### src/rtl/alu_ctrl_pkg.sv
// Shared definitions for the ALU sequencing controller: FSM states, opcode/opext
// constants, instruction field positions and decode helpers.
package alu_ctrl_pkg;

    typedef enum logic [1:0] {
        IDLE = 2'd0,
        READ = 2'd1,
        EXEC = 2'd2,
        WB   = 2'd3
    } state_t;

    localparam logic [3:0] OP_RTYPE = 4'b0000;
    localparam logic [3:0] OP_EXT   = 4'b1010;
    localparam logic [3:0] OP_CMPI  = 4'b1011;
    localparam logic [3:0] OP_SHIFT = 4'b1000;
    localparam logic [3:0] EXT_CMP  = 4'b1011;
    localparam logic [3:0] EXT_CMPU = 4'b0010;
    localparam logic [3:0] EXT_LSH  = 4'b0100;
    localparam logic [3:0] EXT_NOP  = 4'b0000;

    localparam int OPC_HI = 15;
    localparam int OPC_LO = 12;
    localparam int RD_HI  = 11;
    localparam int RD_LO  = 8;
    localparam int EXT_HI = 7;
    localparam int EXT_LO = 4;
    localparam int RS_HI  = 3;
    localparam int RS_LO  = 0;

    function automatic logic is_rtype(input logic [3:0] opc, input logic [3:0] ext);
        return (opc == OP_RTYPE) || (opc == OP_EXT) || (opc == OP_SHIFT && ext == EXT_LSH);
    endfunction

    function automatic logic is_nop(input logic [3:0] opc, input logic [3:0] ext);
        return (opc == OP_RTYPE) && (ext == EXT_NOP);
    endfunction

    // Compares and NOP leave the register file untouched.
    function automatic logic is_nowb(input logic [3:0] opc, input logic [3:0] ext);
        return (opc == OP_RTYPE && (ext == EXT_CMP || ext == EXT_NOP)) ||
               (opc == OP_CMPI) ||
               (opc == OP_EXT && ext == EXT_CMPU);
    endfunction

endpackage

### src/rtl/alu_seq_ctrl_if.sv
// Instruction handshake between the instruction source (master) and the controller (slave).
interface alu_seq_ctrl_if;
    logic [15:0] instr;
    logic        instr_valid;
    logic        instr_ready;

    modport master (output instr, output instr_valid, input instr_ready);
    modport slave  (input instr, input instr_valid, output instr_ready);
endinterface

### src/rtl/alu_regfile.sv
// Register file: one synchronous write port, combinational operand pair and debug reads.
module alu_regfile #(
    parameter int REGS  = 16,
    parameter int WIDTH = 16,
    parameter int AW    = $clog2(REGS)
) (
    input  logic             clk,
    input  logic             reset,
    input  logic             we,
    input  logic [AW-1:0]    waddr,
    input  logic [WIDTH-1:0] wdata,
    input  logic [AW-1:0]    raddr_a,
    input  logic [AW-1:0]    raddr_b,
    input  logic [AW-1:0]    dbg_addr,
    output logic [WIDTH-1:0] rdata_a,
    output logic [WIDTH-1:0] rdata_b,
    output logic [WIDTH-1:0] dbg_data
);

    logic [REGS-1:0][WIDTH-1:0] mem;

    always_ff @(posedge clk) begin
        if (reset)
            mem <= '0;
        else if (we)
            mem[waddr] <= wdata;
    end

    assign rdata_a  = mem[raddr_a];
    assign rdata_b  = mem[raddr_b];
    assign dbg_data = mem[dbg_addr];

endmodule

### src/rtl/alu_seq_ctrl.sv
// Four-state execution controller around the combinational ALU: IDLE -> READ -> EXEC -> WB.
// Build option ALU_CTRL_IMM_SEXT_EN: sign-extend the 8-bit immediate instead of zero-extending.
module alu_seq_ctrl
    import alu_ctrl_pkg::*;
#(
    parameter int REGS  = 16,
    parameter int WIDTH = 16
) (
    input  logic             clk,
    input  logic             reset,
    alu_seq_ctrl_if.slave    ibus,
    output logic [WIDTH-1:0] alu_a,
    output logic [WIDTH-1:0] alu_b,
    output logic [3:0]       alu_opcode,
    output logic [3:0]       alu_opext,
    input  logic [WIDTH-1:0] alu_s,
    input  logic [4:0]       alu_flags,
    output logic [4:0]       psr,
    output logic             done,
    input  logic [3:0]       dbg_addr,
    output logic [WIDTH-1:0] dbg_data
);

    state_t           state, nxt;
    logic [15:0]      ir;
    logic [WIDTH-1:0] op_a, op_b, res;
    logic [4:0]       flg;
    logic [WIDTH-1:0] rf_a, rf_b, imm;
    logic [3:0]       opc, rd, ext, rs;
    logic             we;

    assign opc = ir[OPC_HI:OPC_LO];
    assign rd  = ir[RD_HI:RD_LO];
    assign ext = ir[EXT_HI:EXT_LO];
    assign rs  = ir[RS_HI:RS_LO];

`ifdef ALU_CTRL_IMM_SEXT_EN
    assign imm = {{(WIDTH-8){ir[EXT_HI]}}, ir[EXT_HI:RS_LO]};
`else
    assign imm = {{(WIDTH-8){1'b0}}, ir[EXT_HI:RS_LO]};
`endif

    assign we = (state == WB) && !is_nowb(opc, ext);

    alu_regfile #(.REGS(REGS), .WIDTH(WIDTH)) u_rf (
        .clk      (clk),
        .reset    (reset),
        .we       (we),
        .waddr    (rd),
        .wdata    (res),
        .raddr_a  (rd),
        .raddr_b  (rs),
        .dbg_addr (dbg_addr),
        .rdata_a  (rf_a),
        .rdata_b  (rf_b),
        .dbg_data (dbg_data)
    );

    always_comb begin
        nxt              = state;
        ibus.instr_ready = 1'b0;
        done             = 1'b0;
        case (state)
            IDLE: begin
                ibus.instr_ready = 1'b1;
                if (ibus.instr_valid) nxt = READ;
            end
            READ: nxt = EXEC;
            EXEC: nxt = WB;
            WB: begin
                done = 1'b1;
                nxt  = IDLE;
            end
            default: nxt = IDLE;
        endcase
    end

    // ALU drive registers load only on entry to EXEC, so they hold between instructions.
    always_ff @(posedge clk) begin
        if (reset) begin
            state      <= IDLE;
            ir         <= '0;
            op_a       <= '0;
            op_b       <= '0;
            res        <= '0;
            flg        <= '0;
            psr        <= '0;
            alu_opcode <= '0;
            alu_opext  <= '0;
        end else begin
            state <= nxt;
            case (state)
                IDLE: if (ibus.instr_valid) ir <= ibus.instr;
                READ: begin
                    op_a       <= rf_a;
                    op_b       <= is_rtype(opc, ext) ? rf_b : imm;
                    alu_opcode <= opc;
                    alu_opext  <= ext;
                end
                EXEC: begin
                    res <= alu_s;
                    flg <= alu_flags;
                end
                WB: if (!is_nop(opc, ext)) psr <= flg;
                default: ;
            endcase
        end
    end

    assign alu_a = op_a;
    assign alu_b = op_b;

endmodule

### src/flat_wrapper.sv
// flat-port wrapper written by rule: the top's interface ports become plain ports
module alu_seq_ctrl_flat import alu_ctrl_pkg::*;
#(
    parameter int REGS  = 16,
    parameter int WIDTH = 16
)
  (clk, reset, alu_a, alu_b, alu_opcode, alu_opext, alu_s, alu_flags, psr, done, dbg_addr, dbg_data, ibus_instr, ibus_instr_valid, ibus_instr_ready);
  alu_seq_ctrl_if ibus_i ();
  input  logic clk;
  input  logic reset;
  output logic [WIDTH-1:0] alu_a;
  output logic [WIDTH-1:0] alu_b;
  output logic [3:0] alu_opcode;
  output logic [3:0] alu_opext;
  input  logic [WIDTH-1:0] alu_s;
  input  logic [4:0] alu_flags;
  output logic [4:0] psr;
  output logic done;
  input  logic [3:0] dbg_addr;
  output logic [WIDTH-1:0] dbg_data;
  input wire logic [$bits(ibus_i.instr)-1:0] ibus_instr;
  input wire logic [$bits(ibus_i.instr_valid)-1:0] ibus_instr_valid;
  output wire logic [$bits(ibus_i.instr_ready)-1:0] ibus_instr_ready;
  assign ibus_i.instr = ibus_instr;
  assign ibus_i.instr_valid = ibus_instr_valid;
  assign ibus_instr_ready = ibus_i.instr_ready;
  alu_seq_ctrl #(.REGS(REGS), .WIDTH(WIDTH)) u_core (.clk(clk), .reset(reset), .ibus(ibus_i), .alu_a(alu_a), .alu_b(alu_b), .alu_opcode(alu_opcode), .alu_opext(alu_opext), .alu_s(alu_s), .alu_flags(alu_flags), .psr(psr), .done(done), .dbg_addr(dbg_addr), .dbg_data(dbg_data));
endmodule
### config.mk
export PLATFORM = sky130hd
export DESIGN_NAME = alu_seq_ctrl_flat
export DESIGN_NICKNAME = d
export VERILOG_FILES = /design/src/rtl/alu_ctrl_pkg.sv /design/src/rtl/alu_seq_ctrl_if.sv /design/src/rtl/alu_regfile.sv /design/src/rtl/alu_seq_ctrl.sv /design/src/flat_wrapper.sv
export SDC_FILE = /design/constraint.sdc
export NUM_CORES = 1
export LEC_CHECK = 0
export CORE_MARGIN = 10
export CORE_UTILIZATION = 25
export DETAILED_ROUTE_END_ITERATION = 8
export GPL_TIMING_DRIVEN = 0
export PLACE_DENSITY_LB_ADDON = 0.2
export SKIP_CTS_REPAIR_TIMING = 1
export SYNTH_ARGS = -nofsm -noshare
export SYNTH_HDL_FRONTEND = slang
export SYNTH_SLANG_ARGS = --single-unit
### constraint.sdc
create_clock -name clk -period 3.7 [get_ports clk]
set_clock_uncertainty 0.2 [all_clocks]
set_input_delay 0.74 -clock clk [delete_from_list [all_inputs] [get_ports clk]]
set_output_delay 0.74 -clock clk [all_outputs]
set_load 0.03 [all_outputs]
==> impl_metrics.tcl <==
set metrics [dict create \
    status "finished clean" \
    crit_buf_inv 3 \
    cts_tree "done" \
    clk_latency_ns 0.59 \
    r2r_end "u_core.alu_b[6]" \
    worstMarginPinSlew_ns 1.39 \
    route.detailed.drc 0 \
    min_from "u_core.alu_b[8]" \
    rows 100 \
    critPathMaxFanout 10 \
    fillers 7644 \
    cts_buffer_depth 3 \
    critical-path-top-delay-family "buffers and inverters" \
    synth_nets 1666 \
    h-tree-depth 2 \
    synth_ff_type "dfxtp_1" \
    async_flop_share_pct 0 \
    vias 15062 \
    synthTopCellsByArea "dfxtp_1, mux4_2, mux2i_1" \
    synth_edf_count 0 \
    required_ns 2.76 \
    synth_seq_area_share_pct 35.9 \
    r2r_setup_slack_ns 0.18 \
    cpMostUsedCell "mux4_2" \
    hold_viol_final 0 \
    drive_gt1_share_pct 20.5 \
    multi_input_area_um2 11300 \
    fin_crit_ns 3.63 \
    finalCritPeriodShare_pct 98.1 \
    path_clk_slew_ns 0.06 \
    place_area_um2 21200 \
    rr_startpoint "u_core.ir[1]" \
    drv_slew 0 \
    num_io_pins 107 \
    port_buffers 101 \
    synth.avg_cell_area_um2 11.7 \
    min_to "u_core.alu_b[8]" \
    numCtsBuffers 42 \
    cts_sinks 340 \
    synth_common_cells "dfxtp_1, mux2i_1, nand2b_1" \
    whs_path_depth 1 \
    cts_root_buf "clkbuf_16" \
    start_util_pct 25.4 \
    slew_headroom_pct 7.49 \
    yosys_warnings 0 \
    yosysMostFrequentCell "dfxtp_1" \
    setup_ws_ns 0.0699 \
    cp-startpoint "dbg_addr[1]" \
    cap_viol_max_count 0 \
    ir_worst_vdd_uv 287 \
    dp.cells 2688 \
    antenna_found_initial 5 \
    drtPass1Iterations 5 \
    rsz0062_at_grt "false" \
    fin_cells 2769 \
    synth_top_area_share_pct 35.9 \
    crit_type "input pin to output port" \
    finalSetupViolCount 0 \
    dieArea_um2 87400 \
    syn_inst 1618 \
    post-route-util_pct 30.4 \
    hold_path.class "flop to flop" \
    overflow 0 \
    core-area_um2 74800 \
    grt_pass1_vias 15069 \
    area_delta_synth_final_pct 19.8 \
    power_per_cell_area_nw_per_um2 508 \
    nNetsFinal 1811 \
    slowest_delay_ns 0.55 \
    cp-start-kind "input pin" \
    crit_slowest_cell "mux4_2" \
    grt_pass1_wl_um 120000 \
    grt_start_max_net_pins 13 \
    ant_nets 0 \
    dp_slack_ns -1.26 \
    place.gp.congestion 0.936 \
    fp.dieW_um 296 \
    viasPerCell 5.44 \
    hpwlAfterDp_um 61000 \
    arrival_ns 2.69 \
    wl_per_cell_um 31.4 \
    die_h_um 296 \
    yosys.area.top_type "dfxtp_1" \
    cp_cell_sequence "clkbuf_2 > buf_4 > mux4_2 > mux4_2 > dlymetal6s2s_1" \
    seqCellArea_um2 6810 \
    netlist_area_um2 19000 \
    drt_iter0_drc 1666 \
    stdcell_area_um2 22700 \
    synth_seq_cells 340 \
    grtUsageTotal_pct 19.6 \
    timing.fmax_mhz 275 \
    drt-total-wl_um 86900 \
    cp-end-kind "output port" \
    r2r_cells 7 \
    p_leak_nw 9.22 \
    synth.distinct_cells 42 \
]
layer usage:
| metal | global-route usage [%] | vias up | part of all wire, % |
|---|---|---|---|
| met1 | 25.3 | 7867 | 41 |
| met4 | 8.20 | 2 | 4.3 |
| met3 | 4.07 | 169 | 8.2 |
| met2 | 31.7 | 776 | 47 |
| met5 | 0 | - | 0.0081 |
| li1 | - | 6248 | - |
worst max path at each step:
stage / slack (ns) / endpoint / cells past startpoint
2_1_floorplan: 0.23 / dbg_data[0] / 4
3_3_place_gp: -1.26 / dbg_data[11] / 5
3_5_place_dp: -1.26 / dbg_data[11] / 5
4_1_cts: -1.28 / dbg_data[11] / 5
5_1_grt: 0.05 / dbg_data[5] / 5
6_report: 0.07 / dbg_data[11] / 5
flip-flops by register name, summed over array words and instances, names as in the netlist:
signal             count
u_core.alu_opcode      4
u_core.flg             5
u_core.psr             5
u_core.alu_a          16
u_core.alu_opext       4
u_core.ir             16
u_core.u_rf.mem      256
u_core.res            16
u_core.state           2
u_core.alu_b          16
placed cells by master, fill, tap and decap left out, drive strengths merged, types with 2 or more instances in the layout:
master         synthesis  layout
ha                     4       4
dlymetal6s2s           0      16
nor2                  68      68
nor3b                  4       4
clkdlybuf4s50          0      85
nor4b                  2       2
clkinv                 0       6
dfxtp                340     340
or3                    2       2
buf                   70      72
clkinvlp               0       2
nor2b                 16      16
nor3                  12      12
inv                    2       2
nand3                  6       6
nand2                 75      75
a22o                  24      24
a31oi                  4       4
nor4                   7       7
clkbuf               101     167
a22oi                  4       4
diode                  0       4
a21oi                 44      44
a2111oi                3       3
mux4                 208     208
a211oi                15      15
nand2b               279     279
a311oi                17      17
and2                   2       2
mux2i                303     303
stage by stage:
stage | hold slack [ns] | power (mW) | setup TNS (ns)
3_3_place_gp | 0.268 | 7.29 | -18.84
2_1_floorplan | 0.260 | 5.93 | 0
6_report | 0.280 | 11.5 | 0
3_5_place_dp | 0.272 | 7.31 | -18.78
5_1_grt | 0.301 | 11.9 | 0
4_1_cts | 0.286 | 11.6 | -19.06
layout make-up:
cell class | instances | share of cell area [%]
diodes | 4 | 0.0440
plain buffers | 171 | 4.12
clock buffers | 68 | 5.90
clock inverters | 9 | 0.330
inverters | 2 | 0.0330
multi-input cells | 1105 | 49.7
flip-flops and latches | 340 | 29.9
well taps | 969 | 5.33
repair buffers | 101 | 4.62
report_power, final:
part | switching [mW] | internal, mW | total [mW]
clock | 1.76 | 2.55 | 4.30
combinational | 2.15 | 1.05 | 3.20
sequential | 0.163 | 3.88 | 4.04
cell families after synthesis:
| group | synth area share (%) |
|---|---|
| muxes | 40.7 |
| buffers and inverters | 4.59 |
| and+or+nand+nor | 14.3 |
| AOI/OAI and AO/OA | 4.31 |
| DFF | 35.9 |
| adders and majority gates | 0.264 |
(Power assumes the default switching activity.)
